[src/rtl/bus_requester.sv]
// bus_requester
//   Client-side agent for one req/gnt pair of a 4-way fixed-priority bus
//   arbiter. Local burst commands are queued. For each command the block
//   raises req, issues one beat per granted cycle and then releases the bus
//   for at least one cycle. It survives losing gnt mid-burst: the burst is
//   paused with req held, and it resumes when gnt returns.
//
// Optional feature (compile-time macro BUS_REQ_TIMEOUT_EN):
//   A burst is aborted after TIMEOUT consecutive req&&!gnt cycles. The abort
//   pulses timeout_err, drops the remaining beats and does not pulse done.
//   Without the macro there is no counter, timeout_err is tied 0, and the
//   block waits for gnt forever.
//
// Ports
//   clk          in   clock, all state on posedge
//   rst          in   synchronous active-high reset
//   cmd_valid    in   command offered
//   cmd_len      in   [BURST_W-1:0] beats-1 of the offered command
//   cmd_ready    out  queue can accept (count < DEPTH)
//   req          out  request to arbiter, registered
//   gnt          in   grant from arbiter (registered on the arbiter side)
//   beat         out  one bus beat this cycle (req && gnt)
//   done         out  pulse with the final beat of a burst
//   timeout_err  out  1-cycle pulse when a burst is aborted
//   pending      out  [$clog2(DEPTH):0] queued commands not yet started
module bus_requester #(
  parameter int BURST_W = 4,
  parameter int DEPTH   = 4
`ifdef BUS_REQ_TIMEOUT_EN
  ,
  parameter int TIMEOUT = 15
`endif
) (
  input  logic                     clk,
  input  logic                     rst,
  input  logic                     cmd_valid,
  input  logic [BURST_W-1:0]       cmd_len,
  output logic                     cmd_ready,
  output logic                     req,
  input  logic                     gnt,
  output logic                     beat,
  output logic                     done,
  output logic                     timeout_err,
  output logic [$clog2(DEPTH):0]   pending
);

  localparam int AW = $clog2(DEPTH);
  localparam int CW = AW + 1;
  localparam int RW = BURST_W + 1;

  typedef enum logic [1:0] {
    S_IDLE = 2'd0,
    S_REQ  = 2'd1,
    S_OWN  = 2'd2,
    S_REL  = 2'd3
  } state_t;

  state_t             state_r;
  state_t             state_s;
  logic [BURST_W-1:0] mem_r [DEPTH];
  logic [AW-1:0]      rd_ptr_r;
  logic [AW-1:0]      wr_ptr_r;
  logic [CW-1:0]      count_r;
  logic [RW-1:0]      rem_r;
  logic               req_r;
  logic               push_s;
  logic               pop_s;
  logic               busy_s;
  logic               beat_s;
  logic               last_s;
  logic               done_s;
  logic               tmo_s;

  // The queue accepts whenever it is not full.
  assign cmd_ready = (count_r < CW'(DEPTH));
  assign push_s    = cmd_valid && cmd_ready;

  // A gnt arriving while req is low (the arbiter's late grant after a
  // release) is masked here, so it can never produce a beat.
  assign beat_s = req_r && gnt;
  assign last_s = (rem_r == RW'(1'b1));
  assign done_s = beat_s && last_s;

`ifdef BUS_REQ_TIMEOUT_EN
  localparam int WW = $clog2(TIMEOUT + 1);
  logic [WW-1:0] wait_r;

  // The abort fires on the TIMEOUT-th consecutive starved cycle.
  assign tmo_s = busy_s && req_r && !gnt && (wait_r == WW'(TIMEOUT - 1));

  // Counts consecutive starved cycles; any beat or idle cycle clears it.
  always_ff @(posedge clk) begin
    if (rst) begin
      wait_r <= {WW{1'b0}};
    end else if (busy_s && req_r && !gnt) begin
      wait_r <= tmo_s ? {WW{1'b0}} : wait_r + WW'(1'b1);
    end else begin
      wait_r <= {WW{1'b0}};
    end
  end
`else
  assign tmo_s = 1'b0;
`endif

  // State register.
  always_ff @(posedge clk) begin
    if (rst) begin
      state_r <= S_IDLE;
    end else begin
      state_r <= state_s;
    end
  end

  // Next-state logic.
  always_comb begin
    state_s = state_r;
    case (state_r)
      S_IDLE: begin
        if (count_r != CW'(1'b0)) begin
          state_s = S_REQ;
        end else begin
          state_s = S_IDLE;
        end
      end
      S_REQ, S_OWN: begin
        if (tmo_s) begin
          state_s = S_REL;
        end else if (beat_s && last_s) begin
          state_s = S_REL;
        end else if (beat_s) begin
          state_s = S_OWN;
        end else begin
          state_s = state_r;
        end
      end
      S_REL:   state_s = S_IDLE;
      default: state_s = S_IDLE;
    endcase
  end

  // Output decode of the current state.
  always_comb begin
    pop_s  = 1'b0;
    busy_s = 1'b0;
    case (state_r)
      S_IDLE:       pop_s  = (count_r != CW'(1'b0));
      S_REQ, S_OWN: busy_s = 1'b1;
      S_REL:        busy_s = 1'b0;
      default:      busy_s = 1'b0;
    endcase
  end

  // req rises one cycle after entering REQ. It falls on the edge that
  // leaves for REL, so the release gap starts right after the last beat.
  always_ff @(posedge clk) begin
    if (rst) begin
      req_r <= 1'b0;
    end else begin
      req_r <= busy_s && ((state_s == S_REQ) || (state_s == S_OWN));
    end
  end

  // Queue storage. The contents need no reset; the pointers define validity.
  always_ff @(posedge clk) begin
    if (push_s) begin
      mem_r[wr_ptr_r] <= cmd_len;
    end
  end

  // Queue pointers, occupancy and the remaining-beat counter.
  always_ff @(posedge clk) begin
    if (rst) begin
      wr_ptr_r <= {AW{1'b0}};
      rd_ptr_r <= {AW{1'b0}};
      count_r  <= {CW{1'b0}};
      rem_r    <= {RW{1'b0}};
    end else begin
      if (push_s) begin
        wr_ptr_r <= wr_ptr_r + AW'(1'b1);
      end
      if (pop_s) begin
        rd_ptr_r <= rd_ptr_r + AW'(1'b1);
      end
      case ({push_s, pop_s})
        2'b10:   count_r <= count_r + CW'(1'b1);
        2'b01:   count_r <= count_r - CW'(1'b1);
        default: count_r <= count_r;
      endcase
      if (pop_s) begin
        rem_r <= RW'(mem_r[rd_ptr_r]) + RW'(1'b1);
      end else if (beat_s) begin
        rem_r <= rem_r - RW'(1'b1);
      end
    end
  end

  assign req         = req_r;
  assign beat        = beat_s;
  assign done        = done_s;
  assign timeout_err = tmo_s;
  assign pending     = count_r;

endmodule
[config.mk]
export PLATFORM = sky130hd
export DESIGN_NAME = bus_requester
export DESIGN_NICKNAME = d
export VERILOG_FILES = /design/src/rtl/bus_requester.sv
export SDC_FILE = /design/constraint.sdc
export NUM_CORES = 1
export LEC_CHECK = 0
export CORE_ASPECT_RATIO = 1.1
export CORE_UTILIZATION = 53
export CTS_BUF_LIST = sky130_fd_sc_hd__clkbuf_16
export CTS_CLUSTER_DIAMETER = 30
export DETAILED_ROUTE_END_ITERATION = 10
export PLACE_DENSITY = 0.79
export RECOVER_POWER = 100
export SYNTH_ARGS = -nofsm -noshare
export SYNTH_HDL_FRONTEND = slang
export SYNTH_SLANG_ARGS = --single-unit
export TNS_END_PERCENT = 20
[constraint.sdc]
create_clock -name clk -period 2.65 [get_ports clk]
set_input_delay 0.53 -clock clk [delete_from_list [all_inputs] [get_ports clk]]
set_output_delay 0.53 -clock clk [all_outputs]
set_load 0.005 [all_outputs]
==> qor.yml <==
global_route:
  grt_pass1_wl_mm: 4.25
  antenna_found_initial: 0
  grt-ovfl-total: 0
  grt_max_degree: 17
  grt_pass1_vias: 938
  grtUsageTotal_pct: 19.6
power_and_ir_drop:
  power_leakage_nw: 0.683
  power_density_nw_per_um2: 1030
  max-vdd-ir-drop_uv: 784
critical_path:
  cpMaxStageDelayCell: "clkdlybuf4s50_1"
  cpMostUsedCell: "clkdlybuf4s50_1"
  crit_path_max_incr_delay_ns: 0.49
  rr_endpoint: "pending[2]"
  rrSetupSlack_ns: 0.34
  start_kind: "primary input"
  r2r_start: "state_r[0]"
  r2r_cells: 10
  critPathArrivalTime_ns: 1.84
  worstSetupStartpoint: "gnt"
  cp-end-kind: "primary output"
  worst-path-max-fanout: 5
  required_ns: 2.12
  path_buf_inv: 3
  critical_path_class: "primary input to primary output"
  crit_family: "buffers and inverters"
  crit_chain: "clkdlybuf4s50_1, nand2_1, clkinv_1, and2_0, clkdlybuf4s50_1"
routing:
  viasPerCell: 5.32
  drc: 0
  dr.pass1.iters: 4
  routedWlPerCell_um: 13.6
  drt-initial-drc-count: 19
  routed_wl_mm: 2.46
  num_vias: 963
  ant_nets: 0
sta:
  tightest_slew_ns: 0.622
  hold_violations: 0
  fmax_mhz: 421
  min_period_ns: 2.37
  max-slew-margin-rel_pct: 58.4
  tns_ns: 0
  final_max_slew_viol_count: 0
  rsz0062_at_grt: "no"
  fin_skew_ns: 0.00457
  setup_viol: 0
  fin_crit_sh_pct: 89.5
logic_synthesis:
  synth_top_family_by_area: "simple AND/OR/NAND/NOR gates"
  synth-edff-count: 16
  synth_compound_area_share_pct: 8.52
  yosysUniqueCellTypes: 38
  synthAdderAreaFrac_pct: 8.60
  yosysSeqAreaShare_pct: 53.2
  synth_area_leaders: "edfxtp_1, dfxtp_1, ha_1"
  synthCells: 127
  synth_ff_type: "dfxtp_1"
  synthesis.nets: 145
  synth_xor_area_share_pct: 5.11
  synth_mux_area_share_pct: 6.98
  yosysWarnings: 0
  avgSynthCellArea_um2: 12.1
  ys_async_sr_fraction_pct: 0
  ys_seq_elements: 33
  syn_area_um2: 1540
  synth_top_cell_by_area: "edfxtp_1"
  synth.top_cell.area_share_pct: 31.2
  synth_simple_gate_area_share_pct: 13.1
clock_tree:
  ctsHtreeMaxLevel: 2
  clk_latency_ns: 0.28
  clk_pin_slew_worst_paths_ns: 0.05
  numCtsBuffers: 5
  cts_resized: 0
  cts_root_buf: "clkbuf_16"
  cts_sinks: 33
  cts_setup_buffers: 0
  tritoncts: "built"
  cts_buffer_depth: 2
  hold_buffers: 0
layout:
  finalNetCount: 165
  fin_cells: 181
  final_common_cell: "dfxtp_1"
  fillers: 217
  diodes: 0
  drive_above_1_share_pct: 8.11
  final_cell_mix: "dfxtp_1, edfxtp_1, nor2_1, inv_1, dlygate4sd3_1"
  areaGrowthSynthToFinish_pct: 21.4
floorplan:
  die_w_um: 53.4
  initial_core_util_pct: 56.0
  io-pin-count: 16
  rows: 20
  die_h_um: 58.6
  die_area_um2: 3130
  fp.coreArea_um2: 2750
placed_design:
  io_buffers: 14
  hpwlAfterDp_mm: 1.81
  gp_congestion: 0.745
  placed_cells: 173
worst_hold_path:
  hp-start: "rd_ptr_r[1]"
  hold_class: "register to register"
  hold_depth: 2
run_status:
  status: "finished clean"
flow_run:
  cap_violations: 0
==> how the worst max path moves through the flow <==
| stage | end | depth (start not counted) |
|---|---|---|
| 6_report | done | 5 |
| 5_1_grt | pending[2] | 10 |
| 4_1_cts | done | 5 |
| 3_5_place_dp | pending[2] | 9 |
| 3_3_place_gp | pending[2] | 9 |
| 2_1_floorplan | pending[2] | 9 |
==> metrics by stage <==
| step | power (mW) | util, % | area, µm² | setup WS (ns) | hold slack, ns |
|---|---|---|---|---|---|
| after floorplan | 1.18 | - | 1540 | 0.572 | 0.485 |
| after global routing | 2.05 | 68.0 | 1870 | 0.156 | 0.585 |
| final | 1.93 | 68.0 | 1870 | 0.277 | 0.555 |
| after global placement | 1.30 | 62.6 | 1720 | 0.272 | 0.512 |
| after CTS | 1.97 | 68.5 | 1890 | 0.265 | 0.556 |
| after detailed placement | 1.33 | 62.6 | 1720 | 0.213 | 0.533 |
==> cells in the mapped netlist, drive strengths merged (3+ instances only) <==
library cell,count
dfxtp,17
edfxtp,16
nor2,13
inv,12
ha,9
xor2,6
a21oi,5
and2,5
nand2,5
mux4,4
nor4b,3
o21ai,3
xnor2,3
==> per-layer routing <==
metal	track usage, %	share of wire (%)	vias up
li1	-	-	493
met1	22.7	43	444
met4	12.4	2.6	0
met5	0	0	-
met2	31.4	51	18
met3	5.43	3.6	8
==> area by class of cell <==
cell class,count,area [µm²],share of cell area (%)
clock buffer,5,125,6.68
clock inverter,3,37.5,2.01
inverter,13,48.8,2.61
multi-input combinational,78,651,34.8
sequential,33,821,43.9
tap,33,41.3,2.21
timing repair buffer,16,148,7.89
==> report_power, final <==
group          internal (mW)  total [mW]  switching, mW
sequential             0.642       0.733         0.0914
clock                  0.435       0.628          0.192
combinational          0.277       0.571          0.294
==> registers in the layout, indices dropped and copies added (netlist names), named ones only <==
| name | cells |
|---|---|
| wr_ptr_r | 2 |
| mem_r | 16 |
| req | 1 |
| rem_r | 5 |
| rd_ptr_r | 2 |
| pending | 3 |
| state_r | 2 |
==> worst min-delay path, cell delays in order (launching register included) <==
cell and delay (ns):
dfxtp_1 0.32, xor2_1 0.06, nor2_1 0.12
==> cell families (layout without fill, tap and decap cells) <==
logic type,after synthesis,in the layout
mux,5,5
xor+xnor,9,9
flops,33,33
fa+ha+maj,10,10
simple gates,36,36
buf+inv,16,37
compound gates,17,17
other cells,1,1
Power figures use the tool's default switching activity.
